## src/rtl/vec_act_seq_if.sv

```systemverilog
`timescale 1ns/1ps
// ----------------------------------------------------------------------------
// vec_act_seq_if
// Handshake bundle for the sequential vector activation unit.
//
// Input channel : in_valid / in_ready, in_vec, mode (mode travels with in_vec)
// Output channel: out_valid / out_ready, out_vec
//
// master : the side that produces vectors and consumes results
// slave  : the activation unit
// ----------------------------------------------------------------------------
interface vec_act_seq_if #(
  parameter int ELEM_W   = 32,
  parameter int VEC_SIZE = 4
);

  logic                       in_valid;
  logic                       in_ready;
  logic [VEC_SIZE*ELEM_W-1:0] in_vec;
  logic [1:0]                 mode;
  logic                       out_valid;
  logic                       out_ready;
  logic [VEC_SIZE*ELEM_W-1:0] out_vec;

  modport master (
    output in_valid,
    output in_vec,
    output mode,
    output out_ready,
    input  in_ready,
    input  out_valid,
    input  out_vec
  );

  modport slave (
    input  in_valid,
    input  in_vec,
    input  mode,
    input  out_ready,
    output in_ready,
    output out_valid,
    output out_vec
  );

endinterface

```

## src/rtl/vec_act_seq.sv

```systemverilog
`timescale 1ns/1ps
// ----------------------------------------------------------------------------
// vec_act_seq
// Sequential multi-mode activation over one float vector per transaction.
// A vector and its mode are latched on input acceptance, LANES elements are
// transformed per cycle into a result register, and the finished vector is
// offered on the output channel until it is taken.
//
// Ports
//   clk    : clock, all state changes on the rising edge
//   reset  : synchronous, active-high; aborts any transaction in flight
//   bus    : vec_act_seq_if.slave (input and output valid/ready channels)
//   busy   : high while elements are being processed
//
// Modes: 00 PASS, 01 RELU, 10 LEAKY (slope 2^-LEAK_SHIFT), 11 CLAMP to [0,1].
// NaN inputs pass through unchanged in every mode.
// VEC_SIZE must be a multiple of LANES.
// ----------------------------------------------------------------------------
module vec_act_seq #(
  parameter int EXP_WIDTH  = 8,
  parameter int MANT_WIDTH = 23,
  parameter int VEC_SIZE   = 4,
  parameter int LANES      = 1,
  parameter int LEAK_SHIFT = 2
) (
  input  logic         clk,
  input  logic         reset,
  vec_act_seq_if.slave bus,
  output logic         busy
);

  localparam int W     = 1 + EXP_WIDTH + MANT_WIDTH;
  localparam int VW    = VEC_SIZE * W;
  localparam int N     = VEC_SIZE / LANES;
  localparam int IDX_W = (N > 1) ? $clog2(N) : 1;

  localparam logic [EXP_WIDTH-1:0] BIAS     = {1'b0, {(EXP_WIDTH-1){1'b1}}};
  localparam logic [EXP_WIDTH-1:0] LEAK     = EXP_WIDTH'(LEAK_SHIFT);
  localparam logic [IDX_W-1:0]     IDX_LAST = IDX_W'(N - 1);

  typedef enum logic [1:0] {
    ST_IDLE,
    ST_BUSY,
    ST_DONE
  } state_e;

  typedef enum logic [1:0] {
    MODE_PASS  = 2'b00,
    MODE_RELU  = 2'b01,
    MODE_LEAKY = 2'b10,
    MODE_CLAMP = 2'b11
  } mode_e;

  state_e           state_q, state_d;
  logic [IDX_W-1:0] idx_q, idx_d;
  logic [VW-1:0]    vec_q, vec_d;
  mode_e            mode_q, mode_d;
  logic [VW-1:0]    res_q, res_d;

  // Per-element activation. Leaky ReLU scales by 2^-LEAK_SHIFT through the
  // exponent only; anything that would become subnormal flushes to -0.
  function automatic logic [W-1:0] act_elem(input logic [W-1:0] x, input mode_e md);
    logic                  s;
    logic [EXP_WIDTH-1:0]  e;
    logic [MANT_WIDTH-1:0] m;
    logic [W-1:0]          y;
    s = x[W-1];
    e = x[W-2 -: EXP_WIDTH];
    m = x[MANT_WIDTH-1:0];
    y = x;
    if (!((&e) && (|m))) begin
      case (md)
        MODE_RELU: begin
          if (s) y = '0;
        end
        MODE_LEAKY: begin
          // Exponent all-ones here can only be -inf, which is kept.
          if (s && !(&e)) begin
            if (e > LEAK) y = {1'b1, e - LEAK, m};
            else          y = {1'b1, {(W-1){1'b0}}};
          end
        end
        MODE_CLAMP: begin
          if (s)              y = '0;
          else if (e >= BIAS) y = {1'b0, BIAS, {MANT_WIDTH{1'b0}}};
        end
        default: y = x;
      endcase
    end
    return y;
  endfunction

  // State register
  // NOTE: sequential state uses non-blocking assignments so every flop samples
  // the pre-edge values, independent of process evaluation order.
  always_ff @(posedge clk) begin
    if (reset) state_q <= ST_IDLE;
    else       state_q <= state_d;
  end

  // Next-state logic
  // NOTE: every combinational output gets a default first so no path through
  // the block leaves it unassigned, which would infer a latch.
  always_comb begin
    state_d = state_q;
    case (state_q)
      ST_IDLE: if (bus.in_valid)       state_d = ST_BUSY;
      ST_BUSY: if (idx_q == IDX_LAST)  state_d = ST_DONE;
      ST_DONE: if (bus.out_ready)      state_d = ST_IDLE;
      default:                         state_d = ST_IDLE;
    endcase
  end

  // Output decode
  always_comb begin
    bus.in_ready  = 1'b0;
    bus.out_valid = 1'b0;
    busy          = 1'b0;
    case (state_q)
      ST_IDLE: bus.in_ready  = 1'b1;
      ST_BUSY: busy          = 1'b1;
      ST_DONE: bus.out_valid = 1'b1;
      default: ;
    endcase
  end

  assign bus.out_vec = res_q;

  // Datapath next-state: latch on acceptance, transform one chunk per BUSY
  // cycle. Result slots not in the current chunk hold their value.
  always_comb begin
    idx_d  = idx_q;
    vec_d  = vec_q;
    mode_d = mode_q;
    res_d  = res_q;
    if (state_q == ST_IDLE && bus.in_valid) begin
      vec_d  = bus.in_vec;
      mode_d = mode_e'(bus.mode);
      idx_d  = '0;
    end else if (state_q == ST_BUSY) begin
      for (int l = 0; l < LANES; l++) begin
        res_d[(int'(idx_q)*LANES + l)*W +: W] =
          act_elem(vec_q[(int'(idx_q)*LANES + l)*W +: W], mode_q);
      end
      idx_d = (idx_q == IDX_LAST) ? '0 : idx_q + IDX_W'(1);
    end
  end

  // Datapath registers
  // NOTE: the data registers are reset as well, because res_q drives out_vec
  // directly and must read as zero straight out of reset.
  always_ff @(posedge clk) begin
    if (reset) begin
      idx_q  <= '0;
      vec_q  <= '0;
      mode_q <= MODE_PASS;
      res_q  <= '0;
    end else begin
      idx_q  <= idx_d;
      vec_q  <= vec_d;
      mode_q <= mode_d;
      res_q  <= res_d;
    end
  end

endmodule

```

## src/flat_wrapper.sv

```systemverilog
// flat-port wrapper written by rule: the top's interface ports become plain ports
module vec_act_seq_flat 
#(
  parameter int EXP_WIDTH  = 8,
  parameter int MANT_WIDTH = 23,
  parameter int VEC_SIZE   = 4,
  parameter int LANES      = 1,
  parameter int LEAK_SHIFT = 2
)
  (clk, reset, busy, bus_in_valid, bus_in_vec, bus_mode, bus_out_ready, bus_in_ready, bus_out_valid, bus_out_vec);
  vec_act_seq_if #(.ELEM_W(32), .VEC_SIZE(VEC_SIZE)) bus_i ();
  input  logic clk;
  input  logic reset;
  output logic busy;
  input wire logic [$bits(bus_i.in_valid)-1:0] bus_in_valid;
  input wire logic [$bits(bus_i.in_vec)-1:0] bus_in_vec;
  input wire logic [$bits(bus_i.mode)-1:0] bus_mode;
  input wire logic [$bits(bus_i.out_ready)-1:0] bus_out_ready;
  output wire logic [$bits(bus_i.in_ready)-1:0] bus_in_ready;
  output wire logic [$bits(bus_i.out_valid)-1:0] bus_out_valid;
  output wire logic [$bits(bus_i.out_vec)-1:0] bus_out_vec;
  assign bus_i.in_valid = bus_in_valid;
  assign bus_i.in_vec = bus_in_vec;
  assign bus_i.mode = bus_mode;
  assign bus_i.out_ready = bus_out_ready;
  assign bus_in_ready = bus_i.in_ready;
  assign bus_out_valid = bus_i.out_valid;
  assign bus_out_vec = bus_i.out_vec;
  vec_act_seq #(.EXP_WIDTH(EXP_WIDTH), .MANT_WIDTH(MANT_WIDTH), .VEC_SIZE(VEC_SIZE), .LANES(LANES), .LEAK_SHIFT(LEAK_SHIFT)) u_core (.clk(clk), .reset(reset), .bus(bus_i), .busy(busy));
endmodule
```

## config.mk

```make
export PLATFORM = sky130hd
export DESIGN_NAME = vec_act_seq_flat
export DESIGN_NICKNAME = d
export VERILOG_FILES = /design/src/rtl/vec_act_seq_if.sv /design/src/rtl/vec_act_seq.sv /design/src/flat_wrapper.sv
export SDC_FILE = /design/constraint.sdc
export NUM_CORES = 1
export LEC_CHECK = 0
export ABC_AREA = 0
export CAP_MARGIN = 20
export CORE_ASPECT_RATIO = 1.2
export CORE_UTILIZATION = 35
export CTS_BUF_LIST = sky130_fd_sc_hd__clkbuf_4
export DETAILED_ROUTE_END_ITERATION = 12
export PLACE_DENSITY = 0.71
export RECOVER_POWER = 100
export SYNTH_ARGS = -nofsm -noshare
export SYNTH_HDL_FRONTEND = slang
export SYNTH_SLANG_ARGS = --single-unit
```

## constraint.sdc

```tcl
create_clock -name clk -period 5.6 [get_ports clk]
set_input_delay 0.56 -clock clk [delete_from_list [all_inputs] [get_ports clk]]
set_output_delay 0.56 -clock clk [all_outputs]
set_load 0.005 [all_outputs]
```

==> flow_summary.ini <==
[yosys]
synth_edf_count = 0
yosys_warnings = 0
synthDistinctLibCells = 42
synthTopCellsByCount = nand2_1, dfxtp_1, a21oi_1
yosysTopAreaCellShare = 0.512
ys.flop_type = dfxtp_1
yosys-top-cells-area = dfxtp_1, nand2_1, a21oi_1
yosysSeqAreaShare = 0.512
syn_inst = 1136
yosysMostFrequentCell = nand2_1
synth.cell_area_mm2 = 0.0102
synth_fp_nets = 1277
yosys.area.top_type = dfxtp_1
ys_async_sr_fraction = 0
ys_ff_latch = 262
syn_area_per_cell_um2 = 9.01

[place]
hpwlAfterDp_mm = 23.8
place_congestion = 0.881
portBuffers = 264
placed_cells = 1704

[critical_path]
cp-end-kind = flip-flop
arrival_ns = 5.21
cp_max_fo = 36
crit_type = flip-flop to flip-flop
worstRegToRegCells = 8
critPathLaunchType = flip-flop
critPathRequiredTime_ns = 6.05

[global_routing]
grt_max_degree = 141
grt-busiest-layer = met2
use_met3 = 0.0531
antenna_found_initial = 1
grt_util_all_layers = 0.224
grt_pass1_wl_mm = 51.7
grtUsageMet1 = 0.304
grt_use_met2 = 0.335
grt_pass1_vias = 9113
gr-total-overflow = 0

[timing]
fmax_mhz = 210
fin_crit_ns = 4.76
hold-worst-slack_ns = 0.449
fin_tns_setup_ns = 0
finalCritPeriodShare = 0.850
worst_pin_slew_ns = 3.29
max-slew-margin-rel = -1.19
fin_skew_ns = 0.0636
setup-violations-final = 0
maxSlewViolCount = 135
hold_violations = 0
grt_setup_unrepaired = false

[die]
ios = 265
placementRows = 68
die_x_um = 158
start_util = 0.356
coreArea_mm2 = 0.0288
die-area_mm2 = 0.0299
die_height_um = 189

[clock_tree]
cts_setup_buffers = 0
holdBufCountCts = 0
ctsResizeCount = 0
cts.sinks = 262
numCtsBuffers = 66
cts.clk_slew.worst_paths_ns = 0.06
cts_root_buffer = clkbuf_4
cts_max_path_buffers = 3
cts_tree = done
htreeDepth = 3
clk_latency_ns = 0.67

[drt]
vias = 9614
route.detailed.drc = 0
ant_nets = 0
finalWirelength_mm = 33.8
drt_iter0_drc = 817
routedWlPerCell_um = 18.6
dr.pass1.iters = 5
viasPerCell = 5.30

[run]
drv_cap = 2

[finish]
layout.nets = 1532
finish.utilization = 0.484
syn_to_final_growth_pct = 35.9
fin_cells = 1815
final_layout_size_suffix_gt1_frac = 0.108

[pwr]
ir_drop_mv = 0.103
power_mw = 3.93
power.leakage_nw = 5.38
p_per_area_mw_per_mm2 = 282

[worst_hold_path]
hold_depth = 2
hp-class = flip-flop to flip-flop

[run_status]
violations = max-capacitance violations, max-slew violations
status = finished, violations left
## through the flow
step	instance area (µm²)	worst slack, ns
5_1_grt	13900	0.563
4_1_cts	13900	0.986
6_report	13900	0.839
3_5_place_dp	13100	1.04
2_1_floorplan	10200	2.52
3_3_place_gp	13100	1.05
## layer usage
| layer | vias to the layer above | routed length [µm] | share of wire |
|---|---|---|---|
| li1 | 4561 | - | - |
| met1 | 4516 | 14500 | 0.43 |
| met2 | 472 | 15100 | 0.45 |
| met3 | 65 | 2960 | 0.087 |
| met4 | 0 | 1240 | 0.037 |
| met5 | - | 0 | 0 |
## logic make-up after synthesis
group,synth area share
buf+inv,0.0431
xor+xnor,0.000855
flops,0.512
compound gates,0.195
fa+ha+maj,0.00855
simple gates,0.168
mux,0.0725
## flip-flops by register name, summed over array words and instances (netlist names)
register / count
u_core.bus.out_vec: 128
u_core.vec_q: 128
u_core.idx_q: 2
u_core.mode_q: 2
u_core.state_q: 2
## worst paths after layout
| check | startpoint | end | slack (ns) |
|---|---|---|---|
| max | u_core.idx_q[1] | u_core.bus.out_vec[64] | 0.84 |
| min | u_core.bus.out_vec[29] | u_core.bus.out_vec[29] | 0.45 |
| max reg2reg | u_core.idx_q[1] | u_core.bus.out_vec[64] | 0.84 |
| min reg2reg | u_core.bus.out_vec[29] | u_core.bus.out_vec[29] | 0.45 |
## cell type report
cell class / count / area (µm²)
fill: 2833 / 14800
sequential: 262 / 5250
multi-input combinational: 769 / 4580
timing repair buffer: 281 / 2800
clock buffer: 90 / 676
tap: 385 / 482
clock inverter: 16 / 91.3
inverter: 11 / 41.3
antenna: 1 / 2.50
## where the power goes
part	switching [mW]	internal, mW	total (mW)
Combinational	0.242	0.196	0.438
Clock	0.736	0.786	1.52
Sequential	0.0446	1.92	1.97
Total	1.02	2.91	3.93
## layout by cell type (no fill, tap or decap), types with 9 or more instances in the layout
cell	count
nor3_1	19
buf_4	12
inv_1	11
a22o_1	46
clkbuf_4	90
o21ai_0	17
dfxtp_1	261
a32oi_1	50
mux4_2	32
nor2_1	68
a221oi_1	13
a21oi_1	158
clkinv_1	10
clkdlybuf4s50_1	132
nand2_1	289
dlygate4sd3_1	131
and2_1	9
## critical path, cell delays in order (launching register included)
cell and delay, ns:
dfxtp_1 1.43, mux4_2 0.53, nor3_1 0.41, a31oi_1 0.31
o21bai_1 0.23, or3_2 0.71, clkbuf_1 0.53, a32oi_1 0.37
nor2_1 0.06
(Power assumes the default switching activity.)
